===== src/rtl/uart_pkg.sv =====
// Shared definitions for the console UART transmit path: FSM state encoding,
// frame constants and the console MMIO address used by the core-side decode.
package uart_pkg;

   // Transmitter FSM states; one frame walks IDLE -> START -> DATA -> STOP.
   typedef enum logic [1:0] {
      IDLE  = 2'd0,
      START = 2'd1,
      DATA  = 2'd2,
      STOP  = 2'd3
   } state_t;

   localparam int   UART_DATA_BITS  = 8;
   localparam logic UART_IDLE_LEVEL = 1'b1;

   // Address the per-core store decode matches to raise req_valid.
   localparam logic [31:0] UART_TX_ADDR = 32'h4000_0000;

endpackage


===== src/rtl/rr_arbiter.sv =====
// Combinational masked round-robin arbiter. Requests at or above the pointer
// win first (lowest index among them); if none, the lowest request overall
// wins. The grant is one-hot, or zero when nothing is requested.
module rr_arbiter #(
   parameter int NUM_REQ = 2,
   parameter int PTR_W   = 1
) (
   input  logic [NUM_REQ-1:0] req,
   input  logic [PTR_W-1:0]   ptr,
   output logic [NUM_REQ-1:0] grant
);

   logic [NUM_REQ-1:0] mask;
   logic [NUM_REQ-1:0] masked;
   logic               found;

   // Priority-encode the masked requests first, then fall back to the raw ones.
   always_comb begin
      // NOTE: every signal written here gets a default first, so no path leaves
      // it unassigned and no latch is inferred.
      mask   = '0;
      grant  = '0;
      found  = 1'b0;
      for (int i = 0; i < NUM_REQ; i++) begin
         mask[i] = (i >= int'(ptr));
      end
      masked = req & mask;
      for (int i = 0; i < NUM_REQ; i++) begin
         if (masked[i] && !found) begin
            grant[i] = 1'b1;
            found    = 1'b1;
         end
      end
      for (int i = 0; i < NUM_REQ; i++) begin
         if (req[i] && !found) begin
            grant[i] = 1'b1;
            found    = 1'b1;
         end
      end
   end

endmodule


===== src/rtl/uart_tx_arbiter.sv =====
// Console UART transmitter shared by NUM_REQ cores. Accepts one byte at a time
// via round-robin arbitration (with an optional per-requester lock so
// multi-byte messages stay contiguous) and sends it as an 8N1 frame.
// Optional feature macro: UART_TX_ARB_SIM_PRINT_EN -- when defined, every
// accepted byte is echoed to the simulation console with $write("%c").
module uart_tx_arbiter
   import uart_pkg::*;
#(
   parameter int  NUM_REQ      = 2,
   parameter int  CLKS_PER_BIT = 16,
   localparam int GID_W        = (NUM_REQ > 1) ? $clog2(NUM_REQ) : 1
) (
   input  logic                   clk,
   input  logic                   rst_n,
   input  logic [NUM_REQ-1:0]     req_valid,
   input  logic [8*NUM_REQ-1:0]   req_data,
   input  logic [NUM_REQ-1:0]     req_lock,
   output logic [NUM_REQ-1:0]     req_ready,
   output logic                   uart_tx,
   output logic                   busy,
   output logic [GID_W-1:0]       grant_id
);

   localparam int CNT_W = $clog2(CLKS_PER_BIT);
   localparam logic [CNT_W-1:0] CNT_TC   = CNT_W'(CLKS_PER_BIT - 1);
   localparam logic [2:0]       LAST_BIT = 3'(UART_DATA_BITS - 1);

   state_t                    state_q, state_d;
   logic [CNT_W-1:0]          cnt_q, cnt_d;
   logic [2:0]                bit_q, bit_d;
   logic [UART_DATA_BITS-1:0] shift_q, shift_d;
   logic                      tx_q, tx_d;
   logic [GID_W-1:0]          rr_q, rr_d;
   logic [GID_W-1:0]          gid_q, gid_d;
   logic                      own_v_q, own_v_d;
   logic [GID_W-1:0]          own_id_q, own_id_d;

   logic [NUM_REQ-1:0]        rr_grant;
   logic [NUM_REQ-1:0]        own_mask;
   logic [NUM_REQ-1:0]        ready_int;
   logic                      lock_hold;
   logic                      accept;
   logic [GID_W-1:0]          sel_idx;
   logic [7:0]                sel_byte;
   logic                      cnt_tc;

   rr_arbiter #(
      .NUM_REQ (NUM_REQ),
      .PTR_W   (GID_W)
   ) u_rr (
      .req   (req_valid),
      .ptr   (rr_q),
      .grant (rr_grant)
   );

   // Arbitration: a holding lock owner shuts everyone else out, else round-robin.
   always_comb begin
      own_mask  = '0;
      ready_int = '0;
      sel_idx   = '0;
      sel_byte  = '0;
      for (int i = 0; i < NUM_REQ; i++) begin
         own_mask[i] = (GID_W'(i) == own_id_q);
      end
      lock_hold = own_v_q && req_lock[own_id_q];
      if (state_q == IDLE && rst_n) begin
         ready_int = lock_hold ? (own_mask & req_valid) : rr_grant;
      end
      for (int i = 0; i < NUM_REQ; i++) begin
         if (ready_int[i]) begin
            sel_idx  = GID_W'(i);
            sel_byte = req_data[8*i +: 8];
         end
      end
      accept = |(req_valid & ready_int);
   end

   assign req_ready = ready_int;
   assign uart_tx   = tx_q;
   assign busy      = (state_q != IDLE);
   assign grant_id  = gid_q;
   assign cnt_tc    = (cnt_q == CNT_TC);

   // Next-state logic: handshake in IDLE, then timed START / DATA / STOP bits.
   always_comb begin
      state_d  = state_q;
      cnt_d    = cnt_q;
      bit_d    = bit_q;
      shift_d  = shift_q;
      tx_d     = tx_q;
      rr_d     = rr_q;
      gid_d    = gid_q;
      own_v_d  = own_v_q;
      own_id_d = own_id_q;
      case (state_q)
         IDLE: begin
            tx_d = UART_IDLE_LEVEL;
            if (!lock_hold) begin
               own_v_d = 1'b0;
            end
            if (accept) begin
               shift_d  = sel_byte;
               gid_d    = sel_idx;
               rr_d     = (sel_idx == GID_W'(NUM_REQ - 1)) ? '0 : GID_W'(sel_idx + 1'b1);
               own_v_d  = req_lock[sel_idx];
               own_id_d = sel_idx;
               cnt_d    = '0;
               bit_d    = '0;
               tx_d     = 1'b0;
               state_d  = START;
            end
         end
         START: begin
            if (cnt_tc) begin
               cnt_d   = '0;
               tx_d    = shift_q[0];
               state_d = DATA;
            end else begin
               cnt_d = cnt_q + 1'b1;
            end
         end
         DATA: begin
            if (cnt_tc) begin
               cnt_d = '0;
               if (bit_q == LAST_BIT) begin
                  tx_d    = UART_IDLE_LEVEL;
                  state_d = STOP;
               end else begin
                  bit_d   = bit_q + 1'b1;
                  shift_d = shift_q >> 1;
                  tx_d    = shift_q[1];
               end
            end else begin
               cnt_d = cnt_q + 1'b1;
            end
         end
         STOP: begin
            if (cnt_tc) begin
               cnt_d   = '0;
               state_d = IDLE;
            end else begin
               cnt_d = cnt_q + 1'b1;
            end
         end
         default: begin
            state_d = IDLE;
         end
      endcase
   end

   // State register with synchronous active-low reset; a reset aborts any frame.
   always_ff @(posedge clk) begin
      // NOTE: sequential state uses non-blocking assignments only, so every
      // register samples the values from before this edge.
      if (!rst_n) begin
         state_q  <= IDLE;
         cnt_q    <= '0;
         bit_q    <= '0;
         // NOTE: the shift register is reset too; it is small and keeping it
         // defined avoids X on the line if a frame were ever entered early.
         shift_q  <= '0;
         tx_q     <= UART_IDLE_LEVEL;
         rr_q     <= '0;
         gid_q    <= '0;
         own_v_q  <= 1'b0;
         own_id_q <= '0;
      end else begin
         state_q  <= state_d;
         cnt_q    <= cnt_d;
         bit_q    <= bit_d;
         shift_q  <= shift_d;
         tx_q     <= tx_d;
         rr_q     <= rr_d;
         gid_q    <= gid_d;
         own_v_q  <= own_v_d;
         own_id_q <= own_id_d;
      end
   end

`ifdef UART_TX_ARB_SIM_PRINT_EN
   // Simulation-only console echo of each accepted byte.
   always @(posedge clk) begin
      if (accept) begin
         $write("%c", sel_byte);
      end
   end
`else
   // No console echo in this build.
`endif

endmodule

===== config.mk =====
export PLATFORM = sky130hd
export DESIGN_NAME = uart_tx_arbiter
export DESIGN_NICKNAME = d
export VERILOG_FILES = /design/src/rtl/uart_pkg.sv /design/src/rtl/rr_arbiter.sv /design/src/rtl/uart_tx_arbiter.sv
export SDC_FILE = /design/constraint.sdc
export NUM_CORES = 1
export LEC_CHECK = 0
export ABC_AREA = 1
export CAP_MARGIN = 10
export CELL_PAD_IN_SITES_DETAIL_PLACEMENT = 1
export CELL_PAD_IN_SITES_GLOBAL_PLACEMENT = 2
export CORE_MARGIN = 10
export CORE_UTILIZATION = 27
export DETAILED_ROUTE_END_ITERATION = 10
export PLACE_DENSITY_LB_ADDON = 0.1
export REMOVE_ABC_BUFFERS = 1
export SKIP_CTS_REPAIR_TIMING = 1
export SLEW_MARGIN = 20
export SYNTH_ARGS = -nofsm -noshare
export SYNTH_HDL_FRONTEND = slang
export SYNTH_SLANG_ARGS = --single-unit

===== constraint.sdc =====
create_clock -name clk -period 1.96 [get_ports clk]
set_input_delay 0.392 -clock clk [delete_from_list [all_inputs] [get_ports clk]]
set_output_delay 0.392 -clock clk [all_outputs]
set_load 0.02 [all_outputs]

==> results of run 1 <==
-- synthesized netlist by cell type --
| cell type | instances |
|---|---|
| sky130_fd_sc_hd__nand3_1 | 15 |
| sky130_fd_sc_hd__a31oi_1 | 1 |
| sky130_fd_sc_hd__a21oi_1 | 17 |
| sky130_fd_sc_hd__xor2_1 | 1 |
| sky130_fd_sc_hd__inv_2 | 6 |
| sky130_fd_sc_hd__nor3_1 | 1 |
| sky130_fd_sc_hd__buf_2 | 2 |
| sky130_fd_sc_hd__o21a_1 | 1 |
| sky130_fd_sc_hd__nor2_1 | 20 |
| sky130_fd_sc_hd__o22ai_1 | 1 |
| sky130_fd_sc_hd__nand2_2 | 5 |
| sky130_fd_sc_hd__buf_4 | 1 |
| sky130_fd_sc_hd__ha_1 | 8 |
| sky130_fd_sc_hd__or2_2 | 1 |
| sky130_fd_sc_hd__nand2_4 | 1 |
| sky130_fd_sc_hd__inv_1 | 20 |
| sky130_fd_sc_hd__dfxtp_1 | 21 |
| sky130_fd_sc_hd__buf_8 | 1 |
| sky130_fd_sc_hd__nand3_4 | 3 |
| sky130_fd_sc_hd__nand3_2 | 2 |
| sky130_fd_sc_hd__nand4_1 | 14 |
| sky130_fd_sc_hd__nand2_1 | 51 |
| sky130_fd_sc_hd__o21ai_0 | 6 |
| sky130_fd_sc_hd__o211ai_1 | 1 |
| sky130_fd_sc_hd__buf_1 | 1 |
| sky130_fd_sc_hd__o21ai_1 | 1 |
| sky130_fd_sc_hd__clkbuf_1 | 1 |
-- metrics by stage --
step | total power [mW] | area [um2] | hold slack [ns] | TNS [ns]
6_report | 2.511 | 1902 | 0.4647 | 0
3_5_place_dp | 2.250 | 1824 | 0.4591 | -2.341
3_3_place_gp | 2.169 | 1824 | 0.4496 | -1.334
4_1_cts | 2.550 | 1869 | 0.4717 | -1.043
2_1_floorplan | 1.620 | 1330 | 0.4362 | 0
5_1_grt | 2.777 | 1902 | 0.4919 | 0
-- cell families after synthesis --
family	synth area share [%]
flops	30.68
fa+ha+maj	7.306
compound gates	10.78
simple gates	40.55
xor+xnor	0.6394
buf+inv	10.04
-- how the worst max path moves through the flow --
stage	from	endpoint	slack (ns)	depth (start not counted)
finish	req_valid[1]	req_ready[0]	0.14	7
CTS	req_lock[1]	req_ready[0]	-0.44	8
global placement	req_lock[1]	req_ready[1]	-0.37	8
floorplan	state_q[0]	bit_q[0]	0.16	9
detailed placement	req_lock[1]	req_ready[0]	-0.43	8
global route	state_q[0]	shift_q[2]	0.007	9
-- flip-flops by register name, indices dropped and copies added, names as in the netlist --
register,flops
own_v_q,1
cnt_q,4
bit_q,3
state_q,2
own_id_q,1
shift_q,8
rr_q,1
uart_tx,1
-- worst max-delay path: stages --
cell and delay [ns]:
sky130_fd_sc_hd__clkdlybuf4s50_1 0.51, sky130_fd_sc_hd__inv_1 0.06, sky130_fd_sc_hd__o21ai_2 0.12, sky130_fd_sc_hd__nand2_2 0.09, sky130_fd_sc_hd__nand3_4 0.07, sky130_fd_sc_hd__inv_2 0.04
sky130_fd_sc_hd__clkbuf_2 0.14
-- layout by cell type (no fill, tap or decap), types with 3 or more instances in the layout --
| master | n |
|---|---|
| sky130_fd_sc_hd__clkbuf_8 | 3 |
| sky130_fd_sc_hd__inv_1 | 20 |
| sky130_fd_sc_hd__o21ai_0 | 5 |
| sky130_fd_sc_hd__dfxtp_1 | 21 |
| sky130_fd_sc_hd__nand3_4 | 4 |
| sky130_fd_sc_hd__inv_2 | 6 |
| sky130_fd_sc_hd__a21oi_1 | 17 |
| sky130_fd_sc_hd__nand3_1 | 15 |
| sky130_fd_sc_hd__dlymetal6s2s_1 | 3 |
| sky130_fd_sc_hd__buf_4 | 21 |
| sky130_fd_sc_hd__nor2_1 | 20 |
| sky130_fd_sc_hd__nand2_1 | 51 |
| sky130_fd_sc_hd__nand2_2 | 3 |
| sky130_fd_sc_hd__nand4_1 | 14 |
| sky130_fd_sc_hd__ha_1 | 8 |
| sky130_fd_sc_hd__nand2_4 | 3 |
| sky130_fd_sc_hd__clkdlybuf4s50_1 | 21 |
-- cell type report --
class                           instances  area, um2  share of cell area [%]
Timing Repair Buffer                   47      421.7                   22.17
Clock buffer                            4      45.04                   2.368
Inverter                               26      97.59                   5.132
Tap cell                               67      83.83                   4.408
Sequential cell                        21      420.4                   22.11
Multi-Input combinational cell        150      833.3                   43.82
-- power by group --
| part | switching, mW | total [mW] | internal (mW) |
|---|---|---|---|
| Clock | 0.139 | 0.284 | 0.145 |
| Combinational | 0.942 | 1.60 | 0.659 |
| Sequential | 0.0758 | 0.626 | 0.550 |
-- layer usage --
layer | global-route usage [%] | vias up | part of all wire (%)
met5 | 0 | - | 0
met4 | 2.742 | 0 | 0.48
met3 | 1.728 | 2 | 1.9
met2 | 18.56 | 18 | 49
met1 | 13.08 | 702 | 48
li1 | - | 755 | -
==> run_results.csv, run 1 <==
group,metric,value,unit
placed_design,dp_slack,-0.4314,ns
worst_setup_path,worst_setup_end_kind,"output pin",
job,maxCapViolCount,0,
die,start_util,28.44,%
drt,via_count,1477,
sta,worst-slew-pin-transition,0.3443,ns
die,num_io_pins,27,
global_route,grt_pass1_wl,7438,um
clock_network,cts_buffer_depth,2,
worst_setup_path,setup.worst_path.class,"in2out",
sta,setup_viol,0,
worst_setup_path,critical_path.reg2reg.startpoint,"state_q[0]",
yosys,synth_warnings,0,
clock_network,root_buffer,"sky130_fd_sc_hd__clkbuf_8",
drt,drt-pass1-iter-count,4,
yosys,syn_area,1370,um2
status,outcome,"finished, final reports clean",
die,placementRows,25,
die,design.core.area,4817,um2
clock_network,clkLatencyLatePin,0.26,ns
yosys,synth_top_cell_by_area,"sky130_fd_sc_hd__dfxtp_1",
drt,viasPerCell,4.689,
yosys,synth_top_area_share,30.68,%
yosys,post_synthesis_area_per_instance,6.749,um2
final_layout,nNetsFinal,279,
drt,wirelength,4374,um
final_layout,finalNonFillerCells,315,
min_path,timing.hold.worst.start,"shift_q[7]",
worst_setup_path,rr_endpoint,"shift_q[0]",
worst_setup_path,arrival,1.43,ns
worst_setup_path,cp_max_fo,3,
power_and_ir_drop,leakage,0.9040,nW
placed_design,hpwlAfterDp,3547,um
sta,clock_period_minus_final_worst_setup_slack,1.822,ns
global_route,grt_max_degree,19,
yosys,leading_cell_types_by_total_area_after_synthesis,"sky130_fd_sc_hd__dfxtp_1 (31%), sky130_fd_sc_hd__nand2_1 (14%), sky130_fd_sc_hd__ha_1 (7.3%), sky130_fd_sc_hd__nand4_1 (6.4%), sky130_fd_sc_hd__a21oi_1 (6.2%)",
clock_network,cts_htree_levels,1,
global_route,first_global_vias,1571,
drt,wire_per_inst,13.89,um
yosys,synth_cell_types,27,
yosys,netlist_instances,203,
power_and_ir_drop,cellPowerDensity,1320,nW/um2
sta,fin_ws,0.1379,ns
final_layout,filler_cell_count,630,
clock_network,cts_tree,"built",
sta,final.period_utilization,92.96,%
drt,drt-initial-drc-count,62,
global_route,grt_overflow_total,0,
die,dieArea,8324,um2
placed_design,portbufs,26,
placed_design,post_place_cells,310,
sta,clock_skew,0.001447,ns
drt,post-route-drc-count,0,
final_layout,post_route_cells_drive_above_1_share,18.15,%
final_layout,area_growth_synth_to_finish,38.81,%
die,die_w,91.24,um
sta,worst_slew_margin_rel,77.05,%
sta,slew_viol_final,0,
worst_setup_path,timing.critical_path.from_type,"input pin",
power_and_ir_drop,peakVddDrop,0.0004927,V
final_layout,utilization,39.48,%
worst_setup_path,r2r_slack,0.16,ns
worst_setup_path,number_of_cells_on_the_worst_reg_to_reg_path,9,
sta,final_hold_viol_count,0,
clock_network,path_clk_slew,0.08,ns
yosys,synth_seq_cells,21,
final_layout,diodes,0,
sta,fmax,548.8,MHz
global_route,globalRouteTotalUtil,10.60,%
clock_network,numCtsBuffers,3,
die,dieHeight,91.24,um
placed_design,finalWeightedCongestion,0.7961,
min_path,worst_min_delay_path_endpoint,"shift_q[7]",
worst_setup_path,critical_path_required,1.57,ns
sta,grt_setup_unrepaired,"no",
global_route,antenna_found_initial,0,
min_path,hold_class,"reg2reg",
min_path,worst_hold_path_cells,2,
yosys,synth_sequential_area_ratio,30.68,%
drt,postRouteAntennaNets,0,
clock_network,tritoncts_num_sinks,21,
Power figures use the tool's default switching activity.
==> inputs of run 2 (changes only) <==
--- a/config.mk
+++ b/config.mk
@@ -12,6 +12,7 @@
 export CORE_MARGIN = 10
 export CORE_UTILIZATION = 27
 export DETAILED_ROUTE_END_ITERATION = 10
+export MAX_ROUTING_LAYER = met4
 export PLACE_DENSITY_LB_ADDON = 0.1
 export REMOVE_ABC_BUFFERS = 1
 export SKIP_CTS_REPAIR_TIMING = 1
==> run_results.csv, run 2 (synthesis gave the netlist of run 1 again) <==
group,metric,value,unit
final_layout,most_frequent_standard_cell_in_the_layout_excluding_fill_and_tap_cells,"sky130_fd_sc_hd__nand2_1",
final_layout,biggestRegsByFlops,"shift_q x8, cnt_q x4, bit_q x3",
clock_network,numCtsBuffers,3,
drt,postRouteAntennaNets,0,
final_layout,multiInputGateArea,833.3,um2
worst_setup_path,arrival,1.43,ns
sta,worst_slew_margin_rel,77.01,%
final_layout,utilization,39.48,%
die,design.core.area,4817,um2
drt,wire_per_inst,13.92,um
status,outcome,"finished, final reports clean",
drt,via_count,1473,
sta,slew_viol_final,0,
drt,drt-initial-drc-count,58,
drt,routed-wl-met2,2139,um
drt,wirelength,4385,um
worst_setup_path,critical_path_required,1.57,ns
global_route,antenna_found_initial,0,
final_layout,filler_cell_count,630,
power_and_ir_drop,p_clk_share,11.3,%
clock_network,cts_htree_levels,1,
drt,dr.max_layer_used,"met4",
die,dieArea,8324,um2
final_layout,final_area,1902,um2
die,dieHeight,91.24,um
global_route,globalRouteTotalUtil,10.91,%
drt,detail_route.wirelength.met1,2139,um
clock_network,root_buffer,"sky130_fd_sc_hd__clkbuf_8",
die,start_util,28.44,%
final_layout,largest_register_ffs,8,
die,num_io_pins,27,
drt,post-route-drc-count,0,
placed_design,finalWeightedCongestion,0.8074,
power_and_ir_drop,cellPowerDensity,1320,nW/um2
power_and_ir_drop,cell_internal_pwr,1.354,mW
clock_network,cts_buffer_depth,2,
sta,fmax,548.2,MHz
final_layout,top_reg_by_flops,"shift_q",
clock_network,tritoncts_num_sinks,21,
worst_setup_path,cp_max_fo,3,
clock_network,path_clk_slew,0.08,ns
placed_design,portbufs,26,
power_and_ir_drop,peakVddDrop,0.0004921,V
final_layout,nNetsFinal,279,
job,maxCapViolCount,0,
placed_design,hpwlAfterDp,3547,um
worst_setup_path,worst_setup_end_kind,"output pin",
final_layout,mostFrequentLayoutCells,"sky130_fd_sc_hd__nand2_1 (51), sky130_fd_sc_hd__dfxtp_1 (21), sky130_fd_sc_hd__clkdlybuf4s50_1 (21), sky130_fd_sc_hd__buf_4 (21)",
clock_network,clkLatencyLatePin,0.26,ns
power_and_ir_drop,leakage,0.9040,nW
worst_setup_path,timing.critical_path.from_type,"input pin",
sta,worst-slew-pin-transition,0.3448,ns
global_route,grt_overflow_total,0,
worst_setup_path,setup.worst_path.class,"in2out",
sta,fin_ws,0.1360,ns
sta,final_hold_viol_count,0,
die,placementRows,25,
global_route,grt_max_degree,19,
power_and_ir_drop,p_sw,1.157,mW
power_and_ir_drop,power.switching_fraction,46.09,%
sta,clock_skew,0.001805,ns
final_layout,area_growth_synth_to_finish,38.81,%
sta,final.period_utilization,93.06,%
clock_network,cts_tree,"built",
global_route,first_global_vias,1568,
power_and_ir_drop,comb_power_share,63.7,%
drt,viasPerCell,4.676,
sta,grt_setup_unrepaired,"no",
final_layout,post_route_cells_drive_above_1_share,18.15,%
final_layout,diodes,0,
drt,drt-pass1-iter-count,3,
drt,wl_met3,82,um
placed_design,placedInstanceArea,1824,um2
sta,setup_viol,0,
power_and_ir_drop,power.share.sequential,25.0,%
min_path,hold_class,"reg2reg",
die,die_w,91.24,um
placed_design,dp_slack,-0.4314,ns
global_route,grt_pass1_wl,7431,um
final_layout,seqCellArea,420.4,um2
sta,clock_period_minus_final_worst_setup_slack,1.824,ns
-- run 2: cell counts in the layout (fill, tap and decap cells not counted) --
Identical to the previous run, type by type.
-- run 2: final timing paths --
kind	startpoint	end	slack (ns)	cells past startpoint
max	rst_n	req_ready[0]	0.14	6
min	shift_q[7]	shift_q[7]	0.47	2
max reg2reg	state_q[0]	shift_q[0]	0.17	9
min reg2reg	shift_q[7]	shift_q[7]	0.47	2
-- run 2: routing by layer --
layer  up-vias  track usage (%)
li1        754                -
met2        18            18.56
met5         -                -
met4         0            2.742
met3         2            1.728
met1       699            13.08
-- run 2: final cells by class --
type	count	area share, %
multi-input combinational	150	43.82
clock buffer	4	2.368
sequential	21	22.11
tap	67	4.408
timing repair buffer	47	22.17
inverter	26	5.132
-- run 2: worst max-delay path, stage by stage --
cell	delay (ns)
sky130_fd_sc_hd__clkdlybuf4s50_1	0.51
sky130_fd_sc_hd__nand2_1	0.11
sky130_fd_sc_hd__inv_2	0.12
sky130_fd_sc_hd__nand3_4	0.08
sky130_fd_sc_hd__inv_2	0.06
sky130_fd_sc_hd__clkbuf_2	0.16
-- run 2: power groups by stage --
stage	Sequential, mW	Combinational (mW)	Clock, mW
final	0.627	1.60	0.283
after CTS	0.624	1.63	0.295
after global placement	0.625	1.54	0
after floorplan	0.630	0.990	0
after global routing	0.640	1.82	0.316
after detailed placement	0.633	1.62	0
-- run 2: per-stage QoR --
stage	power (mW)	hold slack [ns]	setup TNS, ns	instances
final	2.511	0.4670	0	315
after global routing	2.777	0.4919	0	315
after CTS	2.550	0.4717	-1.043	314
after detailed placement	2.250	0.4591	-2.341	310
after global placement	2.169	0.4496	-1.334	310
after floorplan	1.620	0.4362	0	197
==> inputs of run 3 (changes only) <==
--- a/config.mk
+++ b/config.mk
@@ -16,7 +16,7 @@
 export PLACE_DENSITY_LB_ADDON = 0.1
 export REMOVE_ABC_BUFFERS = 1
 export SKIP_CTS_REPAIR_TIMING = 1
-export SLEW_MARGIN = 20
+export SLEW_MARGIN = 10
 export SYNTH_ARGS = -nofsm -noshare
 export SYNTH_HDL_FRONTEND = slang
 export SYNTH_SLANG_ARGS = --single-unit
==> constraint.sdc (replaced) <==
create_clock -name clk -period 1.9 [get_ports clk]
set_input_delay 0.38 -clock clk [delete_from_list [all_inputs] [get_ports clk]]
set_output_delay 0.38 -clock clk [all_outputs]
set_load 0.02 [all_outputs]
==> run_results.csv, run 3 (synthesis gave the netlist of run 1 again) <==
group,metric,value,unit
status,outcome,"finished, final reports clean",
clock_network,numCtsBuffers,3,
final_layout,final_area,1954,um2
worst_setup_path,cp_cell_sequence,"clkdlybuf4s50_1 > inv_1 > o21ai_2 > nand2_2 > nand3_4 > inv_2 > clkbuf_2",
placed_design,post_place_cells,314,
power_and_ir_drop,cellPowerDensity,1391,nW/um2
sta,final_hold_viol_count,0,
worst_setup_path,critical_path_required,1.52,ns
sta,clock_period_minus_final_worst_setup_slack,1.809,ns
final_layout,diodes,0,
sta,fin_ws,0.09115,ns
worst_setup_path,timing.critical_path.from_type,"input pin",
worst_setup_path,slowest_cp_cell,"sky130_fd_sc_hd__clkdlybuf4s50_1",
min_path,hold_class,"reg2reg",
final_layout,mostFrequentLayoutCells,"sky130_fd_sc_hd__nand2_1 (51), sky130_fd_sc_hd__buf_4 (27), sky130_fd_sc_hd__dfxtp_1 (21), sky130_fd_sc_hd__clkdlybuf4s50_1 (21)",
worst_setup_path,setup.worst_path.class,"in2out",
sta,slew_viol_final,0,
worst_setup_path,arrival,1.43,ns
drt,detail_route.wirelength.met1,2208,um
final_layout,filler_cell_count,624,
drt,wire_per_inst,14.03,um
clock_network,cts_buffer_depth,2,
die,start_util,28.44,%
placed_design,hpwlAfterDp,3579,um
clock_network,tritoncts_num_sinks,21,
clock_network,clkLatencyLatePin,0.26,ns
global_route,globalRouteTotalUtil,11.01,%
sta,hold_ws,0.4608,ns
placed_design,finalWeightedCongestion,0.8098,
drt,viasPerCell,4.639,
worst_setup_path,slowest_stage_delay_on_critical_path,0.50,ns
die,design.core.area,4817,um2
placed_design,placedInstanceArea,1854,um2
drt,dr.max_layer_used,"met4",
worst_setup_path,cp_max_fo,3,
clock_network,cts_htree_levels,1,
final_layout,most_frequent_standard_cell_in_the_layout_excluding_fill_and_tap_cells,"sky130_fd_sc_hd__nand2_1",
final_layout,finalNonFillerCells,321,
global_route,antenna_found_initial,0,
sta,final.period_utilization,95.20,%
final_layout,biggestRegsByFlops,"shift_q x8, cnt_q x4, bit_q x3",
final_layout,top_reg_by_flops,"shift_q",
drt,via_count,1489,
sta,worst_slew_margin_rel,78.34,%
sta,fmax,552.8,MHz
global_route,grt_overflow_total,0,
drt,post-route-drc-count,0,
final_layout,area_growth_synth_to_finish,42.65,%
die,die_w,91.24,um
power_and_ir_drop,leakage,0.9283,nW
placed_design,dp_slack,-0.4608,ns
sta,setup_viol,0,
drt,wirelength,4504,um
final_layout,utilization,40.57,%
die,placementRows,25,
drt,postRouteAntennaNets,0,
final_layout,nNetsFinal,285,
sta,clock_skew,0.003121,ns
drt,routed-wl-met2,2215,um
placed_design,portbufs,26,
die,dieHeight,91.24,um
clock_network,root_buffer,"sky130_fd_sc_hd__clkbuf_8",
drt,drt-initial-drc-count,32,
power_and_ir_drop,peakVddDrop,0.0006726,V
global_route,grt_pass1_wl,7521,um
final_layout,post_route_cells_drive_above_1_share,20.87,%
final_layout,largest_register_ffs,8,
clock_network,path_clk_slew,0.08,ns
job,maxCapViolCount,0,
global_route,grt_max_degree,19,
clock_network,cts_tree,"built",
worst_setup_path,worst_setup_end_kind,"output pin",
die,dieArea,8324,um2
die,num_io_pins,27,
drt,drt-pass1-iter-count,4,
sta,worst-slew-pin-transition,0.3248,ns
drt,wl_met3,56,um
global_route,first_global_vias,1587,
[run 3: cell types whose count changed in the layout (fill, tap and decap cells not counted), sizes merged]
cell / change
buf: +6
[run 3: through the flow]
step / total power, mW / TNS [ns]
6_report: 2.719 / 0
5_1_grt: 2.999 / -0.009174
4_1_cts: 2.692 / -1.113
3_5_place_dp: 2.373 / -2.832
3_3_place_gp: 2.274 / -1.995
2_1_floorplan: 1.671 / 0
[run 3: report_power, final]
| part | switching (mW) | internal (mW) |
|---|---|---|
| Clock | 0.148 | 0.149 |
| Sequential | 0.0750 | 0.568 |
| Combinational | 1.02 | 0.756 |
| Total | 1.25 | 1.47 |
[run 3: metal layers]
layer  up-vias  global-route usage [%]
li1        765                       -
met1       704                   12.69
met2        18                   19.51
met3         2                   1.564
met4         0                   2.742
met5         -                       -
[run 3: final cells by class]
| type | count | area [um2] | area share (%) |
|---|---|---|---|
| tap | 67 | 83.83 | 4.289 |
| sequential | 21 | 420.4 | 21.51 |
| inverter | 26 | 97.59 | 4.994 |
| clock buffer | 4 | 45.04 | 2.305 |
| multi-input combinational | 150 | 840.8 | 43.02 |
| timing repair buffer | 53 | 466.7 | 23.88 |
[run 3: final timing paths]
kind                start  slack, ns  cells after the start           end
max          req_valid[1]       0.09                      7  req_ready[0]
min reg2reg    shift_q[7]       0.46                      2    shift_q[7]
min            shift_q[7]       0.46                      2    shift_q[7]
max reg2reg    state_q[0]       0.19                     11      bit_q[1]
[run 3: critical path, delay by kind of cell]
family          cells  cell delay, ns
simple gates        2            0.16
buf+inv             4            0.75
compound gates      1            0.12
